`config.mk`:
```
export PLATFORM = sky130hd
export DESIGN_NAME = des_decrypt_iter
export DESIGN_NICKNAME = d
export VERILOG_FILES = /design/src/rtl/des_decrypt_iter.sv
export SDC_FILE = /design/constraint.sdc
export NUM_CORES = 1
export LEC_CHECK = 0
export BUFFER_PORTS_ARGS = -buffer_cell sky130_fd_sc_hd__buf_2
export CAP_MARGIN = 15
export CORE_UTILIZATION = 35
export CTS_CLUSTER_DIAMETER = 80
export DETAILED_ROUTE_END_ITERATION = 10
export PLACE_DENSITY_LB_ADDON = 0.25
export SKIP_LAST_GASP = 1
export SLEW_MARGIN = 10
export SYNTH_ARGS = -nofsm -noshare
export SYNTH_HDL_FRONTEND = slang
export SYNTH_SLANG_ARGS = --single-unit
```
`constraint.sdc`:
```
create_clock -name clk -period 6.5 [get_ports clk]
set_input_delay 0.65 -clock clk [delete_from_list [all_inputs] [get_ports clk]]
set_output_delay 0.65 -clock clk [all_outputs]
set_load 0.02 [all_outputs]
```
`src/rtl/des_decrypt_iter.sv`:
```
// Iterative DES decryption core.
// Ciphertext and key are captured in IDLE, run through IP, 16 Feistel rounds
// with subkeys K16..K1 (RPC rounds per clock), a final swap and inv_IP.
// Subkeys are produced on the fly by a right-rotating key schedule that starts
// from PC1(key), which is both C0D0 and C16D16.
// Ports:
//   clk, rst_n           clock, asynchronous active-low reset
//   in_valid / in_ready  input handshake; in_ready is high only in IDLE
//   key                  64-bit DES key (parity bits ignored)
//   data_in              64-bit ciphertext block
//   out_valid/out_ready  output handshake
//   data_out             64-bit plaintext, held while out_valid && !out_ready
module des_decrypt_iter #(
  parameter int unsigned RPC = 1
) (
  input  logic        clk,
  input  logic        rst_n,
  input  logic        in_valid,
  output logic        in_ready,
  input  logic [63:0] key,
  input  logic [63:0] data_in,
  output logic        out_valid,
  input  logic        out_ready,
  output logic [63:0] data_out
);

  if (!(RPC == 1 || RPC == 2 || RPC == 4 || RPC == 8 || RPC == 16)) begin : g_bad_rpc
    $error("des_decrypt_iter: RPC must be 1, 2, 4, 8 or 16");
  end

  // Tables use DES numbering: bit 1 is the MSB of the source vector.
  localparam int unsigned IP_T [64] = '{
    58, 50, 42, 34, 26, 18, 10, 2,  60, 52, 44, 36, 28, 20, 12, 4,
    62, 54, 46, 38, 30, 22, 14, 6,  64, 56, 48, 40, 32, 24, 16, 8,
    57, 49, 41, 33, 25, 17,  9, 1,  59, 51, 43, 35, 27, 19, 11, 3,
    61, 53, 45, 37, 29, 21, 13, 5,  63, 55, 47, 39, 31, 23, 15, 7};
  localparam int unsigned IPINV_T [64] = '{
    40, 8, 48, 16, 56, 24, 64, 32,  39, 7, 47, 15, 55, 23, 63, 31,
    38, 6, 46, 14, 54, 22, 62, 30,  37, 5, 45, 13, 53, 21, 61, 29,
    36, 4, 44, 12, 52, 20, 60, 28,  35, 3, 43, 11, 51, 19, 59, 27,
    34, 2, 42, 10, 50, 18, 58, 26,  33, 1, 41,  9, 49, 17, 57, 25};
  localparam int unsigned E_T [48] = '{
    32,  1,  2,  3,  4,  5,   4,  5,  6,  7,  8,  9,
     8,  9, 10, 11, 12, 13,  12, 13, 14, 15, 16, 17,
    16, 17, 18, 19, 20, 21,  20, 21, 22, 23, 24, 25,
    24, 25, 26, 27, 28, 29,  28, 29, 30, 31, 32,  1};
  localparam int unsigned P_T [32] = '{
    16,  7, 20, 21, 29, 12, 28, 17,   1, 15, 23, 26,  5, 18, 31, 10,
     2,  8, 24, 14, 32, 27,  3,  9,  19, 13, 30,  6, 22, 11,  4, 25};
  localparam int unsigned PC1_T [56] = '{
    57, 49, 41, 33, 25, 17,  9,   1, 58, 50, 42, 34, 26, 18,
    10,  2, 59, 51, 43, 35, 27,  19, 11,  3, 60, 52, 44, 36,
    63, 55, 47, 39, 31, 23, 15,   7, 62, 54, 46, 38, 30, 22,
    14,  6, 61, 53, 45, 37, 29,  21, 13,  5, 28, 20, 12,  4};
  localparam int unsigned PC2_T [48] = '{
    14, 17, 11, 24,  1,  5,   3, 28, 15,  6, 21, 10,
    23, 19, 12,  4, 26,  8,  16,  7, 27, 20, 13,  2,
    41, 52, 31, 37, 47, 55,  30, 40, 51, 45, 33, 48,
    44, 49, 39, 56, 34, 53,  46, 42, 50, 36, 29, 32};
  // Indexed by {box[2:0], row[1:0], col[3:0]}.
  localparam logic [3:0] SBOX [512] = '{
    14, 4,13, 1, 2,15,11, 8, 3,10, 6,12, 5, 9, 0, 7,  0,15, 7, 4,14, 2,13, 1,10, 6,12,11, 9, 5, 3, 8,
     4, 1,14, 8,13, 6, 2,11,15,12, 9, 7, 3,10, 5, 0, 15,12, 8, 2, 4, 9, 1, 7, 5,11, 3,14,10, 0, 6,13,
    15, 1, 8,14, 6,11, 3, 4, 9, 7, 2,13,12, 0, 5,10,  3,13, 4, 7,15, 2, 8,14,12, 0, 1,10, 6, 9,11, 5,
     0,14, 7,11,10, 4,13, 1, 5, 8,12, 6, 9, 3, 2,15, 13, 8,10, 1, 3,15, 4, 2,11, 6, 7,12, 0, 5,14, 9,
    10, 0, 9,14, 6, 3,15, 5, 1,13,12, 7,11, 4, 2, 8, 13, 7, 0, 9, 3, 4, 6,10, 2, 8, 5,14,12,11,15, 1,
    13, 6, 4, 9, 8,15, 3, 0,11, 1, 2,12, 5,10,14, 7,  1,10,13, 0, 6, 9, 8, 7, 4,15,14, 3,11, 5, 2,12,
     7,13,14, 3, 0, 6, 9,10, 1, 2, 8, 5,11,12, 4,15, 13, 8,11, 5, 6,15, 0, 3, 4, 7, 2,12, 1,10,14, 9,
    10, 6, 9, 0,12,11, 7,13,15, 1, 3,14, 5, 2, 8, 4,  3,15, 0, 6,10, 1,13, 8, 9, 4, 5,11,12, 7, 2,14,
     2,12, 4, 1, 7,10,11, 6, 8, 5, 3,15,13, 0,14, 9, 14,11, 2,12, 4, 7,13, 1, 5, 0,15,10, 3, 9, 8, 6,
     4, 2, 1,11,10,13, 7, 8,15, 9,12, 5, 6, 3, 0,14, 11, 8,12, 7, 1,14, 2,13, 6,15, 0, 9,10, 4, 5, 3,
    12, 1,10,15, 9, 2, 6, 8, 0,13, 3, 4,14, 7, 5,11, 10,15, 4, 2, 7,12, 9, 5, 6, 1,13,14, 0,11, 3, 8,
     9,14,15, 5, 2, 8,12, 3, 7, 0, 4,10, 1,13,11, 6,  4, 3, 2,12, 9, 5,15,10,11,14, 1, 7, 6, 0, 8,13,
     4,11, 2,14,15, 0, 8,13, 3,12, 9, 7, 5,10, 6, 1, 13, 0,11, 7, 4, 9, 1,10,14, 3, 5,12, 2,15, 8, 6,
     1, 4,11,13,12, 3, 7,14,10,15, 6, 8, 0, 5, 9, 2,  6,11,13, 8, 1, 4,10, 7, 9, 5, 0,15,14, 2, 3,12,
    13, 2, 8, 4, 6,15,11, 1,10, 9, 3,14, 5, 0,12, 7,  1,15,13, 8,10, 3, 7, 4,12, 5, 6,11, 0,14, 9, 2,
     7,11, 4, 1, 9,12,14, 2, 0, 6,10,13,15, 3, 5, 8,  2, 1,14, 7, 4,10, 8,13,15,12, 9, 0, 3, 5, 6,11};

  function automatic logic [63:0] ip_perm(input logic [63:0] x);
    logic [63:0] y;
    y = '0;
    for (int unsigned i = 0; i < 64; i++) y[6'(63 - i)] = x[6'(64 - IP_T[i])];
    return y;
  endfunction

  function automatic logic [63:0] inv_ip_perm(input logic [63:0] x);
    logic [63:0] y;
    y = '0;
    for (int unsigned i = 0; i < 64; i++) y[6'(63 - i)] = x[6'(64 - IPINV_T[i])];
    return y;
  endfunction

  function automatic logic [55:0] pc1_perm(input logic [63:0] x);
    logic [55:0] y;
    y = '0;
    for (int unsigned i = 0; i < 56; i++) y[6'(55 - i)] = x[6'(64 - PC1_T[i])];
    return y;
  endfunction

  function automatic logic [47:0] pc2_perm(input logic [55:0] x);
    logic [47:0] y;
    y = '0;
    for (int unsigned i = 0; i < 48; i++) y[6'(47 - i)] = x[6'(56 - PC2_T[i])];
    return y;
  endfunction

  function automatic logic [31:0] f_func(input logic [31:0] r, input logic [47:0] k);
    logic [47:0] x;
    logic [31:0] s;
    logic [31:0] y;
    logic [5:0]  six;
    x = '0;
    for (int unsigned i = 0; i < 48; i++) x[6'(47 - i)] = r[5'(32 - E_T[i])];
    x = x ^ k;
    s = '0;
    for (int unsigned b = 0; b < 8; b++) begin
      six = x[47:42];
      x   = x << 6;
      s   = {s[27:0], SBOX[{3'(b), six[5], six[0], six[4:1]}]};
    end
    y = '0;
    for (int unsigned i = 0; i < 32; i++) y[5'(31 - i)] = s[5'(32 - P_T[i])];
    return y;
  endfunction

  function automatic logic [63:0] des_round(input logic [63:0] lr, input logic [47:0] k);
    return {lr[31:0], lr[63:32] ^ f_func(lr[31:0], k)};
  endfunction

  // The rotation before round r undoes the encryption left shift of round r+1,
  // so single-bit steps fall before rounds 15, 8 and 1.
  function automatic logic [1:0] rot_amount(input logic [4:0] r);
    if (r == 5'd16) return 2'd0;
    if (r == 5'd15 || r == 5'd8 || r == 5'd1) return 2'd1;
    return 2'd2;
  endfunction

  function automatic logic [55:0] cd_rotr(input logic [55:0] cd, input logic [1:0] s);
    logic [27:0] c;
    logic [27:0] d;
    c = cd[55:28];
    d = cd[27:0];
    case (s)
      2'd1:    begin c = {c[0], c[27:1]};   d = {d[0], d[27:1]};   end
      2'd2:    begin c = {c[1:0], c[27:2]}; d = {d[1:0], d[27:2]}; end
      default: ;
    endcase
    return {c, d};
  endfunction

  typedef enum logic [1:0] {IDLE, RUN, DONE} state_t;

  state_t      state;
  logic [63:0] lr;        // {L, R}
  logic [55:0] cd;        // {C, D}
  logic [4:0]  cnt;
  logic [63:0] lr_n;
  logic [55:0] cd_n;
  logic [4:0]  rnd;
  logic [4:0]  cnt_step;
  logic        cnt_bad;

  always_comb begin
    lr_n = lr;
    cd_n = cd;
    rnd  = '0;
    for (int unsigned k = 0; k < RPC; k++) begin
      rnd  = 5'(5'd16 - cnt - 5'(k));
      cd_n = cd_rotr(cd_n, rot_amount(rnd));
      lr_n = des_round(lr_n, pc2_perm(cd_n));
    end
    cnt_step = cnt + 5'(RPC);
    cnt_bad  = (cnt >= 5'd16) || ((cnt & 5'(RPC - 1)) != 5'd0);
  end

  always_ff @(posedge clk or negedge rst_n) begin
    if (!rst_n) begin
      state     <= IDLE;
      in_ready  <= 1'b0;
      out_valid <= 1'b0;
      data_out  <= '0;
      cnt       <= '0;
      lr        <= '0;
      cd        <= '0;
    end else begin
      case (state)
        IDLE: begin
          in_ready <= 1'b1;
          if (in_valid && in_ready) begin
            lr       <= ip_perm(data_in);
            cd       <= pc1_perm(key);
            cnt      <= '0;
            in_ready <= 1'b0;
            state    <= RUN;
          end
        end
        RUN: begin
          if (cnt_bad) begin
            in_ready <= 1'b1;
            state    <= IDLE;
          end else begin
            lr  <= lr_n;
            cd  <= cd_n;
            cnt <= cnt_step;
            if (cnt_step == 5'd16) begin
              data_out  <= inv_ip_perm({lr_n[31:0], lr_n[63:32]});
              out_valid <= 1'b1;
              state     <= DONE;
            end
          end
        end
        DONE: begin
          if (out_ready) begin
            out_valid <= 1'b0;
            in_ready  <= 1'b1;
            state     <= IDLE;
          end
        end
        default: begin
          in_ready <= 1'b0;
          state    <= IDLE;
        end
      endcase
    end
  end

endmodule

```
==> results of run 1 <==
## sequential cells by signal (all words and copies together), names as in the netlist
name and cells:
cnt 5, lr 64, out_valid 1, data_out 64, in_ready 1, state 2, cd 56
## cell families after synthesis
| group | Yosys count | synth area share, % |
|---|---|---|
| compound gates | 636 | 25.2 |
| xor+xnor | 65 | 3.68 |
| fa+ha+maj | 73 | 5.37 |
| buf+inv | 205 | 5.18 |
| flops | 193 | 28.5 |
| mux | 134 | 9.53 |
| simple gates | 753 | 22.6 |
## metrics by stage
step	setup WS [ps]	hold WS, ps
floorplan	1250	354
global placement	682	457
detailed placement	571	458
CTS	531	92.2
global route	200	112
finish	500	87.7
## metal layers
layer | vias up | GRT usage, %
met5 | - | 0
met4 | 0 | 9.45
met3 | 84 | 3.50
met2 | 564 | 40.9
met1 | 8219 | 33.0
li1 | 7892 | -
## worst max-delay path: cells and delay by family (launching register included)
kind | cells | cell delay, ps
compound gates | 5 | 2440
xor+xnor | 1 | 370
fa+ha+maj | 3 | 1240
buf+inv | 1 | 140
flops | 1 | 580
simple gates | 6 | 1100
## worst min-delay path by stage
stage | from | end | slack, ps | cells after the start
after detailed placement | data_out[43]$_DFFE_PN0P_ | data_out[43]$_DFFE_PN0P_ | 460 | 2
after CTS | rst_n | lr[42]$_DFFE_PN0P_ | 90 | 1
after global routing | rst_n | data_out[41]$_DFFE_PN0P_ | 110 | 1
after floorplan | rst_n | cd[0]$_DFFE_PN0P_ | 350 | 0
final | rst_n | data_out[41]$_DFFE_PN0P_ | 90 | 1
after global placement | data_out[47]$_DFFE_PN0P_ | data_out[47]$_DFFE_PN0P_ | 460 | 2
## cells in the final DEF (no fill, tap or decap), types with 39 or more instances in the layout
master / Yosys / layout
mux2i_1: 103 / 103
nand2_1: 279 / 277
ha_1: 72 / 71
a31oi_1: 39 / 39
buf_2: 22 / 188
dfrtp_1: 193 / 193
nor2_1: 66 / 65
o211ai_1: 41 / 41
nand3_1: 76 / 76
nor3_1: 83 / 83
or3_1: 51 / 51
xnor2_1: 44 / 44
o21ai_0: 194 / 194
buf_4: 7 / 43
a21oi_1: 90 / 89
inv_1: 58 / 58
## area by class of cell
cell class	instances	area [um^2]
Tap cell	615	769
Clock buffer	17	425
Fill cell	4879	28700
Sequential cell	193	4830
Timing Repair Buffer	234	1320
Antenna cell	1	2.50
Clock inverter	15	163
Inverter	61	231
Multi-Input combinational cell	1661	11300
==> out/qor.yml, run 1 <==
run_status:
  status: "completed"
synthesis:
  syn_area_um2: 17000
  yosys-top-cells-count: "nand2_1 (279), o21ai_0 (194), dfrtp_1 (193)"
  ys_top_cells_by_area: "dfrtp_1 (28%), nand2_1 (6.2%), mux2i_1 (6.1%)"
  postSynthAreaPerCell_um2: 8.24
  syn_inst: 2059
  synth_edf_count: 0
  synth_seq_cells: 193
  synth_fp_nets: 2263
  yosysMostFrequentCell: "nand2_1"
  ys_types: 97
  synth_seq_area_share_pct: 28.5
  ys_async_sr_fraction_pct: 100
  ys_warn_count: 0
  yosysTopAreaCellShare_pct: 28.5
  ys.flop_type: "dfrtp_1"
  synth_area_leader_cell: "dfrtp_1"
routing:
  wl_um: 62000
  drc_errors: 0
  highest_layer: "met4"
  route.met2.wl_um: 29600
  met1Wirelength_um: 27400
  drt-vias-per-instance: 5.99
  routedWlPerCell_um: 22.2
  wl_met3_um: 2870
  drtIter0Drc: 1557
  firstDrtPassIters: 6
  vias: 16800
  drtAntennaViolNets: 0
critical_path:
  crit-reg2reg-capture: "lr[2]$_DFFE_PN0P_"
  endpoint_kind: "register"
  path_class: "reg2reg"
  rrSetupSlack_ps: 500
  slowest_delay_ps: 880
  critPathMostFrequentCell: "ha_1"
  critPathMaxFanout: 12
  r2r-start: "cnt[0]$_DFFE_PN0P_"
  slowest_stage: "o311ai_1"
  required_ps: 6890
  cp-startpoint: "cnt[0]$_DFFE_PN0P_"
  cp_data_arrival_time_ps: 6390
  worstSetupEndpoint: "lr[2]$_DFFE_PN0P_"
  cp-start-kind: "register"
  ff2ff_path_depth: 16
  crit_chain: "inv_1 > ha_1 > nor3b_1 > ha_1 > nand2_1 > a211o_1 > o21a_1 > a221oi_1 > or3_1 > nand2_1 > ha_1 > xnor3_1 > a21oi_1 > o311ai_1 > or3_1 > nand3_1"
place:
  dpl_cell_area_um2: 18400
  dpl.cell_count: 2764
  portBuffers: 189
  place_congestion: 0.943
  dp_hpwl_um: 46400
timing:
  finalCritPeriodShare_pct: 92.3
  skew_ps: 15.8
  tightest_slew_ps: 1140
  slew_headroom_pct: 23.3
  final.min_clock_period_ps: 6000
  setup_viol: 0
  tns_ps: 0
  rsz0062_at_grt: "false"
  hold_viol: 0
  fmax_mhz: 167
  maxSlewViolCount: 0
grt:
  grt_pass1_wl_um: 94500
  grt_usage_pct: 24.9
  grt_max_degree: 75
  grt_pass1_vias: 15700
  antenna_found_initial: 1
  overflow: 0
layout:
  drive_gt1_share_pct: 16.8
  syn_to_final_growth_pct: 12.2
  final_cells: 2797
  fin_nets: 2372
  utilization_pct: 39.9
  finalInstanceArea_um2: 19000
run:
  drv_cap: 0
floorplanning:
  die_h_um: 222
  die_area_um2: 49300
  io-pin-count: 198
  start_util_pct: 35.5
  placeableCoreArea_um2: 47700
  rows: 80
  die_w_um: 222
clock_tree:
  postCtsSetupRepairBufs: 0
  post_cts_resized: 0
  cts.sink_count: 193
  cts_hold_buffers: 0
  cts_buffer_depth: 2
  insertion_delay_ps: 510
  cts_tree: "built"
  cts-root-buf: "clkbuf_16"
  cts_max_level: 4
  cts_made_buffers: 17
  cts.reportedPaths.clkPinSlew_ps: 80
worst_hold_path:
  hp-class: "in2async"
Power of run 1 is not shown: default switching activity piles up to over one toggle a cycle in this logic, so the estimate is an artifact.
==> run 2: changes to the inputs <==
Settings changed: ABC_AREA from default to 1, SETUP_SLACK_MARGIN from default to 0.4.
==> run 2 against run 1 <==
  * Critical path depth up 9
  * Register-to-register slack better by 1000 ps
  * Wire length down 1.6%
  * Clock skew down 7.1 ps
  * Non-clock buffer count down 28
  * First-iteration DRC count up 13%
  * Fmax up 20%
  * Worst setup slack better by 1000 ps
  * Via count up 4.8%
  * Sequential share of layout area up 1.7 points
  * Die area down 6.0%
  * Flip-flop and latch count unchanged
  * Critical path type unchanged
  * Highest routed layer unchanged
==> out/qor.yml, run 2 <==
run_status:
  status: "completed"
timing:
  final.min_clock_period_ps: 5000  # -997 ps
  setup_viol: 0  # unchanged
  slew_headroom_pct: 32.9  # +9.6 points
  finalCritPeriodShare_pct: 77.0  # -15 points
  maxSlewViolCount: 0  # unchanged
  tightest_slew_ps: 1010  # -136 ps
  fmax_mhz: 200  # +20%
  skew_ps: 8.74  # -7.11 ps
  hold_viol: 0  # unchanged
  tns_ps: 0  # unchanged
  rsz0062_at_grt: "false"
layout:
  most-common-layout-cells: "nand2_1 (1007), nand3_1 (482), inv_1 (201), dfrtp_1 (193), buf_2 (188)"
  fin_nets: 2875  # +21%
  layout_commonest_cell: "nand2_1"
  drive_gt1_share_pct: 11.1  # -5.6 points
  reg.largest.list: "data_out x64, lr x64, cd x56"
  syn_to_final_growth_pct: 11.9
run:
  drv_cap: 0  # unchanged
floorplanning:
  rows: 77  # -3.8%
  die_area_um2: 46400  # -6.0%
  die_h_um: 215  # -3.1%
  placeableCoreArea_um2: 44500  # -6.8%
  die_w_um: 215  # -3.1%
  io-pin-count: 198  # unchanged
  start_util_pct: 35.8  # +0.27 points
worst_hold_path:
  hp-class: "in2async"
routing:
  vias: 17600  # +4.8%
  drtAntennaViolNets: 0  # unchanged
  drc_errors: 0  # unchanged
  drt-vias-per-instance: 5.36  # -11%
  firstDrtPassIters: 6  # unchanged
  routedWlPerCell_um: 18.6  # -16%
  wl_um: 61000  # -1.6%
  drtIter0Drc: 1755  # +13%
critical_path:
  required_ps: 6900  # about the same
  cp-startpoint: "cnt[0]$_DFFE_PN0P_"
  path_class: "reg2reg"
  ff2ff_path_depth: 25  # +9
  critPathMaxFanout: 62  # +50
  cp_data_arrival_time_ps: 5400  # -990 ps
  cp-start-kind: "register"
  endpoint_kind: "register"
  crit-reg2reg-capture: "lr[14]$_DFFE_PN0P_"
  worstSetupEndpoint: "lr[14]$_DFFE_PN0P_"
  rrSetupSlack_ps: 1500  # +1000 ps
  r2r-start: "cnt[0]$_DFFE_PN0P_"
synthesis:
  syn_inst: 2560  # +24%
  synth_seq_cells: 193  # unchanged
  yosys-top-cells-count: "nand2_1 (1008), nand3_1 (482), inv_1 (204)"
  synth_fp_nets: 2764  # +22%
  synth_seq_area_share_pct: 30.3  # +1.8 points
  ys.flop_type: "dfrtp_1"
  syn_area_um2: 15900  # -6.1%
  ys_warn_count: 0  # unchanged
  synth_edf_count: 0  # unchanged
  postSynthAreaPerCell_um2: 6.22  # -24%
  ys_top_cells_by_area: "dfrtp_1 (30%), nand2_1 (24%), nand3_1 (15%)"
  ys_types: 34  # -65%
  yosysMostFrequentCell: "nand2_1"
  ys_async_sr_fraction_pct: 100  # unchanged
  synth_area_leader_cell: "dfrtp_1"
  yosysTopAreaCellShare_pct: 30.3  # +1.8 points
grt:
  grtUsageMet3_pct: 4.25  # +0.75 points
  antenna_found_initial: 0  # -1
  grt_usage_pct: 26.7  # +1.8 points
  top_usage_layer: "met2"
  met1_usage_pct: 35.1  # +2.1 points
  grt_pass1_wl_um: 95600  # +1.1%
  grt_pass1_vias: 16900  # +7.5%
  overflow: 0  # unchanged
  grt_max_degree: 144  # +92%
  grt_util_met2_pct: 44.2  # +3.3 points
clock_tree:
  cts_max_level: 4  # unchanged
  cts_hold_buffers: 0  # unchanged
  cts.reportedPaths.clkPinSlew_ps: 80  # about the same
  cts-root-buf: "clkbuf_16"
  cts_tree: "built"
  cts.sink_count: 193  # unchanged
  postCtsSetupRepairBufs: 0  # unchanged
  cts_buffer_depth: 2  # unchanged
  post_cts_resized: 0  # unchanged
  insertion_delay_ps: 520  # about the same
  cts_made_buffers: 17  # unchanged
place:
  dp_hpwl_um: 45400  # -2.2%
  portBuffers: 189  # unchanged
  place_congestion: 0.925  # -2.0%
run 2: final cells by class:
cell class	count	area [um^2]
clock buffer	17	425
sequential	193	4830
antenna	1	2.50
tap	592	741
multi-input combinational	2033	9730
clock inverter	13	165
fill	4913	26700
inverter	220	830
timing repair buffer	206	1090
run 2: cells by family after synthesis:
kind of cell | after synthesis | share of synthesized area (%)
AND/OR/NAND/NOR | 1649 | 43.2
buffers and inverters | 334 | 8.81
XOR/XNOR | 15 | 1.30
AO/OA/AOI/OAI | 297 | 10.7
adder cells (fa/ha/maj) | 72 | 5.66
flip-flops | 193 | 30.3
run 2: worst min-delay path by stage:
stage / depth (start not counted) / startpoint / slack, ps / end
after floorplan: 0 / rst_n / 350 / cd[0]$_DFFE_PN0P_
after global placement: 2 / data_out[50]$_DFFE_PN0P_ / 460 / data_out[50]$_DFFE_PN0P_
after detailed placement: 2 / data_out[42]$_DFFE_PN0P_ / 460 / data_out[42]$_DFFE_PN0P_
after CTS: 1 / rst_n / 70 / data_out[34]$_DFFE_PN0P_
after global routing: 1 / rst_n / 100 / data_out[34]$_DFFE_PN0P_
final: 1 / rst_n / 80 / data_out[34]$_DFFE_PN0P_
run 2: per-stage QoR:
stage                     utilization [%]  std cells  cell area (um^2)  hold slack [ps]  setup WS, ps
after detailed placement             38.7       3244             17200              460          1640
after global placement               38.7       3244             17200              461          1700
final                                40.0       3275             17800             75.7          1500
after CTS                            40.0       3274             17800             74.0          1590
after floorplan                         -       2560             15900              354          3010
after global routing                 40.0       3274             17800             96.8          1090
run 2: routing by layer:
layer  part of all wire, %  routed length [um]
met5                     0                   0
met1                    44               26800
met2                    47               28800
met4                   2.7                1670
met3                   6.2                3800
run 2: critical path: stages, from the launching register on:
cell and delay, ps:
dfrtp_1 460, inv_1 140, ha_1 250, nand2_1 100, nor2_1 50, ha_1 320, nand4_1 170, nor2_4 340
buf_4 590, nor2_1 100, buf_4 260, nand2_1 140, nand2_1 100, nand2_1 80, nand2_1 220, ha_1 420
inv_1 160, nand2_1 120, nand3_1 120, nand2_1 50, nand2_1 70, nand2_1 70, nand3_1 140, nand3_1 90
nand2_1 210, nand2_1 80
Power of run 2 is left out for the same reason.
==> run 3: changes to the inputs <==
Clock period 6.5 ns to 4.4 ns, I/O delays scaled along.
==> run 3 against run 2 <==
  * Clock-buffer cell count increased by 1
  * Clock skew increased by 5.5 ps
  * Hold slack improved by 87 ps
  * Register-to-register slack got worse by 910 ps
  * Cell count increased by 1.9%
  * Worst setup slack got worse by 910 ps
==> out/qor.yml, run 3 (synthesis results as in run 2) <==
run_status:
  status: "completed"
grt:
  antenna_found_initial: 2  # +2
  grt_usage_pct: 27.3  # +0.66 points
  grt_pass1_wl_um: 97600  # +2.1%
  grt_pass1_vias: 17100  # +1.6%
  grt_max_degree: 191  # +33%
  overflow: 0  # unchanged
critical_path:
  required_ps: 4790  # -2110 ps
  cp_data_arrival_time_ps: 4200  # -1200 ps
  endpoint_kind: "register"
  critPathMaxFanout: 14  # -77%
  cp-start-kind: "register"
  path_class: "reg2reg"
  ff2ff_path_depth: 24  # -4.0%
routing:
  drtAntennaViolNets: 0  # unchanged
  drc_errors: 0  # unchanged
  vias: 17900  # +1.9%
  drtIter0Drc: 1595  # -9.1%
  drt-vias-per-instance: 5.36  # about the same
  firstDrtPassIters: 6  # unchanged
  wl_um: 63700  # +4.3%
  routedWlPerCell_um: 19.1  # +2.4%
timing:
  hold_ws_ps: 163  # +87.3 ps
  maxSlewViolCount: 0  # unchanged
  fmax_mhz: 262  # +31%
  hold_viol: 0  # unchanged
  slew_headroom_pct: 39.9  # +7.0 points
  setup_viol: 0  # unchanged
  skew_ps: 14.3  # +5.53 ps
  final.min_clock_period_ps: 3810  # -1190 ps
  tns_ps: 0  # unchanged
  finalCritPeriodShare_pct: 86.6  # +9.6 points
  tightest_slew_ps: 901  # -105 ps
  rsz0062_at_grt: "true"
clock_tree:
  cts_made_buffers: 17  # unchanged
  cts-root-buf: "clkbuf_16"
  cts.sink_count: 193  # unchanged
  cts_buffer_depth: 2  # unchanged
  cts.reportedPaths.clkPinSlew_ps: 80  # about the same
  cts_tree: "built"
  insertion_delay_ps: 500  # -20 ps
  cts_max_level: 4  # unchanged
layout:
  drive_gt1_share_pct: 17.1  # +6.0 points
  reg.largest.list: "data_out x64, lr x64, cd x56"
  layout_commonest_cell: "nand2_1"
  finalInstanceArea_um2: 18900  # +6.2%
  diodes: 0  # -1
  most-common-layout-cells: "nand2_1 (941), nand3_1 (458), inv_1 (197), dfrtp_1 (191), buf_2 (188)"
  fin_nets: 2937  # +2.2%
  syn_to_final_growth_pct: 18.9
floorplanning:
  placeableCoreArea_um2: 44500  # unchanged
  die_w_um: 215  # unchanged
  die_area_um2: 46400  # unchanged
  die_h_um: 215  # unchanged
  rows: 77  # unchanged
  start_util_pct: 35.8  # unchanged
  io-pin-count: 198  # unchanged
place:
  dpl_cell_area_um2: 17500  # +1.8%
  portBuffers: 189  # unchanged
  dp_hpwl_um: 46500  # +2.4%
  place_congestion: 0.920  # -0.53%
run:
  drv_cap: 0  # unchanged
worst_hold_path:
  hp-class: "in2reg"
  hold_depth: 3
run 3: metrics by stage:
stage | worst slack (ps) | utilization [%] | instances
detailed placement | 228 | 39.4 | 3277
floorplan | 915 | - | 2560
CTS | 366 | 40.9 | 3315
global placement | 276 | 39.4 | 3277
global route | 349 | 42.5 | 3337
finish | 590 | 42.5 | 3337
run 3: area by class of cell:
type                    count  area [um^2]
repair buffers            268         1760
well taps                 592          741
multi-input cells        2033        10200
clock buffers              18          439
fillers                  4785        25600
flip-flops and latches    193         4830
clock inverters            13          114
inverters                 220          838
run 3: worst paths after layout:
kind	from	slack, ps	to
setup / recovery	cnt[0]$_DFFE_PN0P_	590	lr[30]$_DFFE_PN0P_
hold / removal	key[26]	160	cd[16]$_DFFE_PN0P_
setup reg to reg	cnt[0]$_DFFE_PN0P_	590	lr[30]$_DFFE_PN0P_
hold reg to reg	data_out[52]$_DFFE_PN0P_	480	data_out[52]$_DFFE_PN0P_
max in group asynchronous	rst_n	2750	data_out[2]$_DFFE_PN0P_
min in group asynchronous	rst_n	530	lr[37]$_DFFE_PN0P_
run 3: repair_timing:
action,in CTS,in global routing
hold buffers,1,0
buffers inserted,4,19
pin swaps,2,25
gates resized for setup,5,134
gates cloned,2,3
hold endpoints to repair,4,0
setup endpoints to repair,36,64
run 3: metal layers:
layer  vias to the layer above  wire [um]  track usage (%)
li1                       8684          -                -
met5                         -         11                0
met4                         2       2650             12.6
met1                      8455      27700             35.8
met2                       636      29600             44.3
met3                       106       3770             4.13
run 3: critical path: stages, from the launching register on:
cell and delay [ps]:
dfrtp_2 410, inv_2 70, ha_2 200, nand2_1 90, nor2_1 50, ha_1 300
nand4_1 150, nor2_4 220, o21bai_4 220, buf_6 160, bufbuf_16 280, nand2_1 110
nand2_2 120, nand2_1 100, nand2_2 110, clkinvlp_4 170, buf_4 200, nand3_1 80
nand3_1 100, nand3_1 130, nand2_1 60, nand2_1 70, nand3_1 100, nand2_1 130
nand2_1 50
Power of run 3 is left out for the same reason.
